$ cat src/rtl/button_autorepeat_if.sv
// rtl/button_autorepeat_if.sv - button level inputs and event/held outputs of the autorepeat block
interface button_autorepeat_if #(
    parameter int N_BTN = 4
);
    logic             en;
    logic [N_BTN-1:0] btn_in;
    logic [N_BTN-1:0] pulse;
    logic [N_BTN-1:0] held;
    logic             any_pulse;

    modport master (
        output en,
        output btn_in,
        input  pulse,
        input  held,
        input  any_pulse
    );

    modport slave (
        input  en,
        input  btn_in,
        output pulse,
        output held,
        output any_pulse
    );
endinterface

$ cat src/rtl/button_autorepeat.sv
// rtl/button_autorepeat.sv - per-channel press/DAS/ARR autorepeat turning debounced levels into event pulses
module button_autorepeat #(
    parameter int               N_BTN       = 4,
    parameter int               DAS_CYCLES  = 17_000_000,
    parameter int               ARR_CYCLES  = 5_000_000,
    parameter logic [N_BTN-1:0] REPEAT_MASK = 4'b0111,
    parameter int               CNT_W       = 25
) (
    input  logic                clk,
    input  logic                reset,
    button_autorepeat_if.slave  bus
);

    typedef enum logic [1:0] {
        ST_IDLE   = 2'd0,
        ST_DELAY  = 2'd1,
        ST_REPEAT = 2'd2,
        ST_HOLD   = 2'd3
    } state_t;

    localparam logic [CNT_W-1:0] DAS_LAST = CNT_W'(DAS_CYCLES - 1);
    localparam logic [CNT_W-1:0] ARR_LAST = CNT_W'(ARR_CYCLES - 1);
    localparam logic [CNT_W-1:0] CNT_ONE  = CNT_W'(1);

    state_t           state_q [N_BTN];
    state_t           state_d [N_BTN];
    logic [CNT_W-1:0] cnt_q   [N_BTN];
    logic [CNT_W-1:0] cnt_d   [N_BTN];
    logic [N_BTN-1:0] pulse_q, pulse_d;
    logic [N_BTN-1:0] held_q,  held_d;
    logic [N_BTN-1:0] das_done, arr_done;
    // Low only until the first clock after reset, so a button held through reset goes to HOLD.
    logic             armed_q, armed_d;

    always_ff @(posedge clk or posedge reset) begin
        if (reset) begin
            for (int i = 0; i < N_BTN; i++) begin
                state_q[i] <= ST_IDLE;
                cnt_q[i]   <= '0;
            end
            pulse_q <= '0;
            held_q  <= '0;
            armed_q <= 1'b0;
        end else begin
            for (int i = 0; i < N_BTN; i++) begin
                state_q[i] <= state_d[i];
                cnt_q[i]   <= cnt_d[i];
            end
            pulse_q <= pulse_d;
            held_q  <= held_d;
            armed_q <= armed_d;
        end
    end

    always_comb begin
        das_done = '0;
        arr_done = '0;
        for (int i = 0; i < N_BTN; i++) begin
            das_done[i] = (cnt_q[i] == DAS_LAST);
            arr_done[i] = (cnt_q[i] == ARR_LAST);
        end
    end

    // Release is tested before en and before the terminal count, so it always wins.
    always_comb begin
        armed_d = 1'b1;
        for (int i = 0; i < N_BTN; i++) begin
            state_d[i] = state_q[i];
            cnt_d[i]   = cnt_q[i];
            case (state_q[i])
                ST_IDLE: begin
                    if (bus.btn_in[i]) begin
                        cnt_d[i] = '0;
                        if (bus.en && armed_q && REPEAT_MASK[i]) begin
                            state_d[i] = ST_DELAY;
                        end else begin
                            state_d[i] = ST_HOLD;
                        end
                    end
                end
                ST_DELAY: begin
                    if (!bus.btn_in[i]) begin
                        state_d[i] = ST_IDLE;
                        cnt_d[i]   = '0;
                    end else if (!bus.en) begin
                        state_d[i] = ST_HOLD;
                        cnt_d[i]   = '0;
                    end else if (das_done[i]) begin
                        state_d[i] = ST_REPEAT;
                        cnt_d[i]   = '0;
                    end else begin
                        cnt_d[i] = cnt_q[i] + CNT_ONE;
                    end
                end
                ST_REPEAT: begin
                    if (!bus.btn_in[i]) begin
                        state_d[i] = ST_IDLE;
                        cnt_d[i]   = '0;
                    end else if (!bus.en) begin
                        state_d[i] = ST_HOLD;
                        cnt_d[i]   = '0;
                    end else if (arr_done[i]) begin
                        cnt_d[i] = '0;
                    end else begin
                        cnt_d[i] = cnt_q[i] + CNT_ONE;
                    end
                end
                default: begin
                    cnt_d[i] = '0;
                    if (!bus.btn_in[i]) begin
                        state_d[i] = ST_IDLE;
                    end
                end
            endcase
        end
    end

    always_comb begin
        pulse_d = '0;
        held_d  = '0;
        for (int i = 0; i < N_BTN; i++) begin
            held_d[i] = (state_d[i] != ST_IDLE);
            if (bus.btn_in[i] && bus.en) begin
                case (state_q[i])
                    ST_IDLE:   pulse_d[i] = armed_q;
                    ST_DELAY:  pulse_d[i] = das_done[i];
                    ST_REPEAT: pulse_d[i] = arr_done[i];
                    default:   pulse_d[i] = 1'b0;
                endcase
            end
        end
    end

    assign bus.pulse     = pulse_q;
    assign bus.held      = held_q;
    assign bus.any_pulse = |pulse_q;

endmodule
$ cat src/flat_wrapper.sv
// flat-port wrapper written by rule: the top's interface ports become plain ports
module button_autorepeat_flat 
#(
    parameter int               N_BTN       = 4,
    parameter int               DAS_CYCLES  = 17_000_000,
    parameter int               ARR_CYCLES  = 5_000_000,
    parameter logic [N_BTN-1:0] REPEAT_MASK = 4'b0111,
    parameter int               CNT_W       = 25
)
  (clk, reset, bus_en, bus_btn_in, bus_pulse, bus_held, bus_any_pulse);
  button_autorepeat_if #(.N_BTN(N_BTN)) bus_i ();
  input  logic clk;
  input  logic reset;
  input wire logic [$bits(bus_i.en)-1:0] bus_en;
  input wire logic [$bits(bus_i.btn_in)-1:0] bus_btn_in;
  output wire logic [$bits(bus_i.pulse)-1:0] bus_pulse;
  output wire logic [$bits(bus_i.held)-1:0] bus_held;
  output wire logic [$bits(bus_i.any_pulse)-1:0] bus_any_pulse;
  assign bus_i.en = bus_en;
  assign bus_i.btn_in = bus_btn_in;
  assign bus_pulse = bus_i.pulse;
  assign bus_held = bus_i.held;
  assign bus_any_pulse = bus_i.any_pulse;
  button_autorepeat #(.N_BTN(N_BTN), .DAS_CYCLES(DAS_CYCLES), .ARR_CYCLES(ARR_CYCLES), .REPEAT_MASK(REPEAT_MASK), .CNT_W(CNT_W)) u_core (.clk(clk), .reset(reset), .bus(bus_i));
endmodule
$ cat config.mk
export PLATFORM = sky130hd
export DESIGN_NAME = button_autorepeat_flat
export DESIGN_NICKNAME = d
export VERILOG_FILES = /design/src/rtl/button_autorepeat_if.sv /design/src/rtl/button_autorepeat.sv /design/src/flat_wrapper.sv
export SDC_FILE = /design/constraint.sdc
export NUM_CORES = 1
export LEC_CHECK = 0
export BUFFER_PORTS_ARGS = -buffer_cell sky130_fd_sc_hd__buf_2
export CORE_MARGIN = 2
export CORE_UTILIZATION = 58
export DETAILED_ROUTE_END_ITERATION = 10
export GPL_TIMING_DRIVEN = 0
export PLACE_DENSITY = 0.78
export REMOVE_ABC_BUFFERS = 1
export SYNTH_ARGS = -nofsm -noshare
export SYNTH_HDL_FRONTEND = slang
export SYNTH_SLANG_ARGS = --single-unit
$ cat constraint.sdc
create_clock -name clk -period 3.95 [get_ports clk]
set_clock_uncertainty 0.15 [all_clocks]
set_input_delay 0.5925 -clock clk [delete_from_list [all_inputs] [get_ports clk]]
set_output_delay 0.5925 -clock clk [all_outputs]
set_load 0.05 [all_outputs]
Yosys cells after proc, flatten, opt, wreduce, memory -nomap -nowiden. Cells that the tools add are included.

Register bits: 117. Input port bits: 7. Word-level logic and storage cells: 122.

$add $sub $neg: 4. Equality and inequality tests: 20. Muxes and demuxes: 73. Reductions and logical operators: 14.

Operator list (number): $mux 25 (28); $pmux 25 s3 (4); $add 25x1->25 const B (4); $eq 25x23->1 const B (4); $eq 25x25->1 const B (4); $mux 2 (29); $pmux 2 s3 (4); $pmux 1 s3 (4); $eq 2x1->1 const B (4); $eq 2x2->1 const B (4); $logic_not 2->1 (4); $ne 2x2->1 const B (4); $reduce_bool 2->1 (4); $logic_and 1x1->1 (5); $mux 1 (4); $reduce_or 4->1 (1).

Longest topological paths before layout. Gate-level depths: netlist of the first run.

Word-level depth: 6. Mapped depth: 8. Mapped depth without buffers: 7.

Worst setup path after synthesis of the first run. No wires, ideal clock.

Path type: reg2reg. From: register u_core.cnt_q[50] (netlist bit). To: register u_core.cnt_q[67] (netlist bit). Arrival: 2.008 ns. Slack: 1.653 ns. Stages on the path, launching flop included: 9. Period minus slack after synthesis: 2.297 ns. Path through: dfrtp_1 > ha_1 > and4_1 > nand4_1 > o41a_1 > buf_2 > buf_2 > o2111ai_1 > o211ai_1.

Cells in the longest elaborated chain, start to end: 5. Elaborated cells between the ends (all ways): 10. Those cells by class: add/sub (1); eq/ne (2); mux (7).

Ends and longest elaborated chain: from (decl) (line button_autorepeat.sv:27) `logic [CNT_W-1:0] cnt_q [N_BTN];`; from (signal, indexed assignment) (line button_autorepeat.sv:47) `cnt_q[i] <= cnt_d[i];`; $add 25x1->25 (tied with other cells) (line button_autorepeat.sv:92, button_autorepeat.sv:105); $mux 25, on equally long branches (line button_autorepeat.sv:102, button_autorepeat.sv:88); $mux 25, on equally long branches (line button_autorepeat.sv:99, button_autorepeat.sv:85); $mux 25, on equally long branches (line button_autorepeat.sv:96, button_autorepeat.sv:82); $pmux 25 s3 * (line button_autorepeat.sv:70) `case (state_q[i])`.

Every way passes the cells marked *; elsewhere a longest branch is shown, timed or not. A chain may end at the register's enable or synchronous reset.

Worst setup path in the final report of the first run.
From: register u_core.cnt_q[50] (netlist bit). To: register u_core.cnt_q[62] (netlist bit).

The elaborated chain is that of the path after synthesis.

==> flow_metrics.env, run 1 <==
export IMPL_first_pass_iters=5
export IMPL_hp_start="bus_btn_in[3]"
export IMPL_endpoint_kind="flip-flop"
export IMPL_tritoncts="yes"
export IMPL_cts_buffers=17
export IMPL_die_w_um=120
export IMPL_netlist_instances=929
export IMPL_synth_flop_cell="dfrtp_1"
export IMPL_final_util=0.658
export IMPL_fmax_mhz=323
export IMPL_finalMaxSlewViolations=0
export IMPL_final_cells=1104
export IMPL_r2r_start="u_core.cnt_q[50]"
export IMPL_remaining_drc_errors=0
export IMPL_path_clk_slew_ns=0.06
export IMPL_post_cts_setup_buffers=0
export IMPL_setup_slack_ns=0.851
export IMPL_grt_pass1_vias=6499
export IMPL_hpwl_mm=11.5
export IMPL_diodes=0
export IMPL_layout_commonest_cell="nand2_1"
export IMPL_grt_pass1_wl_mm=31.1
export IMPL_dp_cells=1071
export IMPL_nets=942
export IMPL_hold_viol=0
export IMPL_fin_setup_tns_ns=0
export IMPL_via_per_inst=6.43
export IMPL_synth_seq_area_share=0.375
export IMPL_critPathBufInv=0
export IMPL_rsz0062_at_grt="false"
export IMPL_dieArea_mm2=0.0144
export IMPL_fin_crit_sh=0.784
export IMPL_synth_seq_cells=117
export IMPL_crit_fanout=26
export IMPL_syn_avg_cell_area_um2=8.39
export IMPL_cp_data_required_time_ns=4.08
export IMPL_die_h_um=120
export IMPL_wl_per_cell_um=16.4
export IMPL_ys_warn_count=0
export IMPL_synth_async_reset_ratio=1.00
export IMPL_dr_total_vias=7103
export IMPL_drt_iter0_drc=674
export IMPL_critPathMaxStageDelay_ns=0.85
export IMPL_slew_headroom=0.164
export IMPL_cts_buffer_depth=2
export IMPL_p_per_area_mw_per_mm2=493
export IMPL_fillers=1090
export IMPL_crit_type="reg2reg"
export IMPL_slowest_stage="o41a_1"
export IMPL_cts_resized=0
export IMPL_synth_distinct_cells=70
export IMPL_htreeDepth=4
export IMPL_critPathLaunch="u_core.cnt_q[50]"
export IMPL_grt_start_max_net_pins=93
export IMPL_antenna_found_initial=1
export IMPL_p_leak_uw=0.00355
export IMPL_initial_core_util=0.591
export IMPL_hold_path_class="in2reg"
export IMPL_area_delta_synth_final_pct=11.3
export IMPL_maxCapViolations=0
export IMPL_status="finished, final reports clean"
export IMPL_layout_common_cells="nand2_1 (144), dfrtp_1 (117), nor2_1 (52)"
export IMPL_detail_route_wirelength_mm=18.1
export IMPL_worstSkewPairLatency_ns=0.42
export IMPL_path_delay_family="compound AO/OA/AOI/OAI gates"
export IMPL_fp_coreArea_mm2=0.0132
export IMPL_root_buffer="clkbuf_16"
export IMPL_synth_edff_count=0
export IMPL_tightest_slew_ns=1.25
export IMPL_fin_crit_ns=3.10
export IMPL_cp_start_kind="flip-flop"
export IMPL_ioPinCount=16
export IMPL_crit_arrival_ns=3.22
export IMPL_rows=42
export IMPL_path_cells="ha_1 -> and4_1 -> nand4_1 -> o41a_1 -> o21ai_2 -> o211ai_1"
export IMPL_pre_cts_ws_ns=0.890
export IMPL_syn_area_mm2=0.00780
export IMPL_cts_hold_buf=1
export IMPL_drive_above_1_share=0.0851
export IMPL_overflow=0
export IMPL_ant_nets=0
export IMPL_grt_total_usage=0.264
export IMPL_gp_congestion=0.858
export IMPL_cts_sinks=117
export IMPL_peakVddDrop_mv=0.369
export IMPL_r2r_slack_ns=0.85
export IMPL_setup_viol=0
export IMPL_portBuffers=15
cells by family after synthesis:
kind of cell / Yosys count / synth area share
AOI/OAI and AO/OA: 230 / 0.211
xor gates and xnor gates: 17 / 0.0191
adders and majority gates: 20 / 0.0321
buffers and inverters: 93 / 0.0473
DFF: 117 / 0.375
muxes: 1 / 0.00128
other: 1 / 0.000481
and+or+nand+nor: 450 / 0.314
metal layers:
layer	GRT usage	part of all wire
met4	0.0838	0.011
met1	0.363	0.47
met3	0.0632	0.053
met2	0.412	0.47
met5	0	0
flip-flops by register name, indices dropped and copies added, names as in the netlist:
signal	count
u_core.cnt_q	100
u_core.state_q	8
u_core.armed_q	1
u_core.bus.pulse	4
u_core.bus.held	4
per-stage QoR:
stage / power [uW] / hold slack [ns] / area, um2
CTS: 4290 / 0.321 / 8680
finish: 4280 / 0.343 / 8680
global placement: 2430 / 0.336 / 7870
global route: 4480 / 0.351 / 8680
detailed placement: 2490 / 0.348 / 7990
floorplan: 2160 / 0.317 / 7570
Yosys cell counts (all sizes together) (19+ instances only):
library cell  instances  area (um2)
o21ai                45         240
and3                 20         125
clkbuf               38         144
and4                 20         176
nor3                 19        95.1
a21oi                25         133
inv                  39         146
o211ai               41         308
nand2               144         541
and2                 23         146
ha                   20         250
nor2                 53         206
nand3                47         235
nand4                33         221
dfrtp               117        2930
cell type report:
| class | instances | area, um2 | area share |
|---|---|---|---|
| tap | 176 | 220 | 0.0254 |
| sequential | 117 | 2930 | 0.337 |
| clock inverter | 13 | 228 | 0.0262 |
| clock buffer | 19 | 453 | 0.0522 |
| inverter | 39 | 151 | 0.0174 |
| multi-input combinational | 719 | 4520 | 0.520 |
| timing repair buffer | 21 | 185 | 0.0213 |
where the power goes:
group | internal [uW] | switching (uW) | leakage [uW]
logic | 326 | 806 | 0.00163
clock network | 1210 | 577 | 0.000317
registers | 1280 | 77.1 | 0.00161
total | 2820 | 1460 | 0.00355
tightest hold or removal path, stage by stage:
cell and delay, ns:
buf_2 0.16, nand3_1 0.08, nand2_1 0.05
final timing paths:
kind                                          end  cells after the start
worst min-delay path            u_core.state_q[0]                      3
worst max register to register   u_core.cnt_q[62]                      6
worst max-delay path             u_core.cnt_q[62]                      6
worst min register to register   u_core.cnt_q[26]                      2
max in group asynchronous        u_core.cnt_q[74]                      4
min in group asynchronous         u_core.cnt_q[5]                      3
Note: power is estimated with default switching activity, not from simulation.
==> run 2, diff against run 1 <==
Settings changed: CORE_UTILIZATION 58 to 64, PLACE_DENSITY 0.78 to 0.81.
Clock period 3.95 ns to 3 ns, I/O delays scaled along.
==> run 2 against run 1 <==
Effect of this change:
- sequential power increased by 32%
- largest cell class unchanged
- critical path type unchanged
- flip-flop and latch count unchanged
- sequential share of layout area increased by 0.54 points
- fmax increased by 9.8%
- largest power group unchanged
- combinational power increased by 37%
- clock-buffer cell count increased by 5
- core utilization increased by 5.6 points
- non-clock buffer count increased by 4
- clock power increased by 5%
- first-iteration DRC count increased by 22%
==> flow_metrics.env, run 2 (synthesis results as in run 1) <==
export IMPL_fp_coreArea_mm2=0.0120
export IMPL_largest_reg_flops=100
export IMPL_status="finished, final reports clean"
export IMPL_first_pass_iters=6
export IMPL_slew_headroom=0.133
export IMPL_path_clk_slew_ns=0.05
export IMPL_die_w_um=114
export IMPL_cts_buffer_depth=2
export IMPL_overflow=0
export IMPL_ioPinCount=16
export IMPL_endpoint_kind="flip-flop"
export IMPL_grt_pass1_wl_mm=33.4
export IMPL_p_leak_uw=0.00352
export IMPL_wl_per_cell_um=18.0
export IMPL_grt_pass1_vias=7071
export IMPL_path_cells="nor4b_1 -> nand4_1 -> o41a_1 -> o21ai_4 -> buf_4 -> o221ai_1"
export IMPL_remaining_drc_errors=0
export IMPL_nets=946
export IMPL_min_to="u_core.state_q[0]"
export IMPL_via_per_inst=6.86
export IMPL_p_seq_frac=0.343
export IMPL_cp_start_kind="flip-flop"
export IMPL_p_per_area_mw_per_mm2=611
export IMPL_hold_viol=0
export IMPL_p_int_uw=3330
export IMPL_p_switching_uw=1890
export IMPL_slowest_stage="o41a_1"
export IMPL_root_buffer="clkbuf_16"
export IMPL_fin_crit_ns=2.82
export IMPL_dpl_cell_area_mm2=0.00794
export IMPL_rows=40
export IMPL_swShare=0.362
export IMPL_top_register="u_core.cnt_q"
export IMPL_gp_congestion=0.947
export IMPL_die_h_um=114
export IMPL_crit_fanout=19
export IMPL_fin_crit_sh=0.941
export IMPL_grt_total_usage=0.311
export IMPL_ant_nets=0
export IMPL_peakVddDrop_mv=0.504
export IMPL_rr_endpoint="u_core.cnt_q[30]"
export IMPL_fin_setup_tns_ns=0
export IMPL_final_util=0.714
export IMPL_crit_type="reg2reg"
export IMPL_layout_commonest_cell="nand2_1"
export IMPL_grt_start_max_net_pins=94
export IMPL_detail_route_wirelength_mm=19.4
export IMPL_drt_iter0_drc=824
export IMPL_hold_path_class="in2reg"
export IMPL_maxCapViolations=0
export IMPL_cts_buffers=17
export IMPL_critPathMaxStageDelay_ns=0.79
export IMPL_layout_common_cells="nand2_1 (144), dfrtp_1 (117), nor2_1 (52)"
export IMPL_tightest_slew_ns=1.30
export IMPL_r2r_start="u_core.cnt_q[40]"
export IMPL_worstHoldPathCells=3
export IMPL_htreeDepth=4
export IMPL_finalInstanceArea_mm2=0.00854
export IMPL_dp_cells=1042
export IMPL_p_total_uw=5220
export IMPL_final_cells=1076
export IMPL_antenna_found_initial=1
export IMPL_diodes=0
export IMPL_hp_start="bus_btn_in[3]"
export IMPL_hpwl_mm=12.4
export IMPL_cp_data_required_time_ns=3.12
export IMPL_tritoncts="yes"
export IMPL_finalMaxSlewViolations=0
export IMPL_dr_total_vias=7380
export IMPL_pwr_share_clk=0.360
export IMPL_reg2reg_depth=6
export IMPL_dieArea_mm2=0.0131
export IMPL_top_regs="u_core.cnt_q: 100 flops, u_core.state_q: 8 flops"
export IMPL_worstSkewPairLatency_ns=0.42
export IMPL_crit_arrival_ns=2.95
export IMPL_r2r_slack_ns=0.18
export IMPL_area_delta_synth_final_pct=9.58
export IMPL_initial_core_util=0.652
export IMPL_setup_viol=0
export IMPL_portBuffers=15
export IMPL_cts_sinks=117
export IMPL_pwr_share_comb=0.297
export IMPL_fillers=901
export IMPL_fmax_mhz=354
export IMPL_rsz0062_at_grt="false"
export IMPL_drive_above_1_share=0.0861
## run 2: cell types whose count changed in the layout (fill, tap and decap cells not counted), moves of 2 or more
cell        delta
clkbuf_1       +3
bufinv_16      -5
buf_4          +4
clkinvlp_4     -5
clkinv_2       +2
clkbuf_8       +2
## run 2: worst max path at each step
stage | from | end | slack [ns]
floorplan | reset | u_core.armed_q | -0.70
global placement | reset | u_core.cnt_q[40] | -2.08
detailed placement | u_core.cnt_q[50] | u_core.cnt_q[70] | -0.04
CTS | u_core.cnt_q[40] | u_core.cnt_q[27] | 0.05
global route | u_core.cnt_q[25] | u_core.cnt_q[30] | 0.008
finish | u_core.cnt_q[40] | u_core.cnt_q[30] | 0.18
## run 2: layout make-up
class,instances,area (um2),area share
Multi-Input combinational cell,719,4540,0.531
Sequential cell,117,2930,0.343
Clock buffer,24,492,0.0575
Timing Repair Buffer,25,199,0.0233
Tap cell,147,184,0.0215
Inverter,39,151,0.0177
Clock inverter,5,50.0,0.00586
## run 2: worst max-delay path: cells and delay by family, from the launching register on
family                 cells  cell delay [ns]
DFF                        1             0.45
AOI/OAI and AO/OA          3             1.28
and+or+nand+nor            2             0.56
buffers and inverters      1             0.22
## run 2: stage by stage
step / hold WS [ns] / setup slack [ns]
finish: 0.220 / 0.177
global route: 0.227 / 0.00835
CTS: 0.206 / 0.0467
detailed placement: 0.272 / -0.0388
global placement: 0.337 / -2.08
floorplan: 0.317 / -0.701
## run 2: power by group through the flow
stage	clock [uW]	sequential, uW	combinational [uW]
after floorplan	0	1900	942
after global placement	0	1800	1350
after detailed placement	0	1810	1470
after CTS	1900	1780	1490
after global routing	1970	1800	1700
final	1880	1790	1550
## run 2: repair_timing
action	4_1_cts	5_1_grt
hold buffers	1	0
setup endpoints to repair	10	35
resized for setup	1	4
pin swaps	0	1
cloned	0	0
hold endpoints to repair	24	0
buffers inserted	0	4
## run 2: metal layers
layer	part of all wire	wire length (um)	vias up	track usage
met5	0.00062	12	-	0
met4	0.017	324	2	0.111
met3	0.062	1200	40	0.0593
met2	0.50	9670	293	0.511
met1	0.42	8190	3579	0.412
li1	-	-	3466	-
==> run 3, diff against run 2 <==
Settings changed: CORE_MARGIN 2 to unset.
==> run 3 against run 2 <==
Effect of this change:
- die area down 3.5%
- fmax down 1.3%
- core utilization up 2.2 points
- clock-buffer cell count down 2
- sequential power about the same
- setup slack worse by 0.038 ns
- cell count down 0.19%
- sequential share of layout area down 0.17 points
- critical endpoint is now u_core.cnt_q[66]
==> flow_metrics.env, run 3 (synthesis results as in run 1) <==
export IMPL_status="finished, final reports clean"
export IMPL_maxCapViolations=0
export IMPL_fin_crit_sh=0.954
export IMPL_dr_total_vias=7424
export IMPL_p_per_area_mw_per_mm2=629
export IMPL_wl_per_cell_um=18.2
export IMPL_crit_type="reg2reg"
export IMPL_hpwl_mm=12.6
export IMPL_remaining_drc_errors=0
export IMPL_hold_ws_ns=0.227
export IMPL_fp_coreArea_mm2=0.0117
export IMPL_overflow=0
export IMPL_grt_pass1_vias=7140
export IMPL_cts_buffer_depth=2
export IMPL_diodes=0
export IMPL_hold_path_class="in2reg"
export IMPL_first_pass_iters=6
export IMPL_critPathBufInv=0
export IMPL_dp_cells=1038
export IMPL_rows=39
export IMPL_cp_data_required_time_ns=3.17
export IMPL_via_per_inst=6.91
export IMPL_finalMaxSlewViolations=0
export IMPL_drive_above_1_share=0.0870
export IMPL_tightest_slew_ns=1.25
export IMPL_path_delay_family="compound AO/OA/AOI/OAI gates"
export IMPL_portBuffers=15
export IMPL_grt_start_max_net_pins=92
export IMPL_largest_reg_flops=100
export IMPL_nets=945
export IMPL_cp_start_kind="flip-flop"
export IMPL_setup_viol=0
export IMPL_crit_arrival_ns=3.03
export IMPL_crit_fanout=27
export IMPL_final_util=0.736
export IMPL_drt_iter0_drc=929
export IMPL_worstSkewPairLatency_ns=0.42
export IMPL_layout_commonest_cell="nand2_1"
export IMPL_grt_total_usage=0.325
export IMPL_cts_buffers=17
export IMPL_root_buffer="clkbuf_16"
export IMPL_path_clk_slew_ns=0.05
export IMPL_peakVddDrop_mv=0.501
export IMPL_initial_core_util=0.669
export IMPL_layout_common_cells="nand2_1 (144), dfrtp_1 (117), nor2_1 (52)"
export IMPL_rsz0062_at_grt="false"
export IMPL_final_cells=1074
export IMPL_area_delta_synth_final_pct=10.1
export IMPL_pre_cts_ws_ns=-0.0849
export IMPL_tritoncts="yes"
export IMPL_fin_setup_tns_ns=0
export IMPL_p_leak_uw=0.00355
export IMPL_ioPinCount=16
export IMPL_setup_slack_ns=0.138
export IMPL_die_w_um=112
export IMPL_antenna_found_initial=1
export IMPL_fin_crit_ns=2.86
export IMPL_slowest_stage="o21a_1"
export IMPL_hold_viol=0
export IMPL_gp_congestion=0.900
export IMPL_top_register="u_core.cnt_q"
export IMPL_path_cells="ha_1 -> and4_1 -> nand4_1 -> o21a_1 -> o2111ai_1 -> a22oi_1"
export IMPL_top_regs="u_core.cnt_q: 100 flops, u_core.state_q: 8 flops"
export IMPL_ant_nets=0
export IMPL_fmax_mhz=349
export IMPL_cts_sinks=117
export IMPL_detail_route_wirelength_mm=19.6
export IMPL_critPathMaxStageDelay_ns=0.85
export IMPL_slew_headroom=0.162
export IMPL_endpoint_kind="flip-flop"
export IMPL_die_h_um=112
export IMPL_htreeDepth=4
export IMPL_grt_pass1_wl_mm=33.6
export IMPL_dieArea_mm2=0.0126
-- run 3: cell count changes in the layout (fill, tap and decap cells not counted), sizes merged --
cell | before | now
buf | 24 | 23
bufinv | 1 | 3
clkinvlp | 0 | 1
clkbuf | 24 | 22
clkinv | 4 | 6
-- run 3: final cells by class --
cell class | instances | area [um2]
multi-input combinational | 719 | 4530
fill | 858 | 3070
sequential | 117 | 2930
clock buffer | 22 | 474
timing repair buffer | 24 | 195
tap | 143 | 179
inverter | 39 | 151
clock inverter | 10 | 128
-- run 3: tightest hold or removal path, cell delays in order --
cell and delay (ns):
buf_2 0.16, nand3b_1 0.10, a21oi_1 0.04
-- run 3: report_power, final --
group | switching (uW) | internal [uW]
Sequential | 99.4 | 1680
Combinational | 1100 | 437
Clock | 726 | 1360
-- run 3: timing repair --
action / 4_1_cts / 5_1_grt
endpoints found under the hold margin: 26 / 0
setup buffers: 0 / 3
pin swaps: 0 / 1
gates cloned: 0 / 0
hold buffers: 1 / 0
endpoints found under the setup margin: 10 / 32
resized for setup: 1 / 2
-- run 3: metrics by stage --
step	instance area, um2	power, uW
after detailed placement	7940	3280
after global placement	7830	3150
after floorplan	7570	2840
after global routing	8590	5640
after CTS	8560	5370
final	8590	5410
-- run 3: path summary, 6_finish.rpt --
kind                            slack, ns             start             endpoint  cells past startpoint
worst min-delay path                 0.23     bus_btn_in[3]  u_core.bus.pulse[3]                      3
min in group asynchronous            0.39             reset     u_core.cnt_q[53]                      3
worst max register to register       0.14  u_core.cnt_q[50]     u_core.cnt_q[66]                      6
worst max-delay path                 0.14  u_core.cnt_q[50]     u_core.cnt_q[66]                      6
max in group asynchronous            1.58             reset     u_core.cnt_q[75]                      4
worst min register to register       0.37  u_core.cnt_q[26]     u_core.cnt_q[26]                      2
-- run 3: layer usage --
layer | global-route usage | wire length [um] | share of wire
met1 | 0.426 | 8340 | 0.43
met2 | 0.543 | 9630 | 0.49
met3 | 0.0610 | 1290 | 0.066
met4 | 0.116 | 284 | 0.015
met5 | 0 | 13 | 0.00066
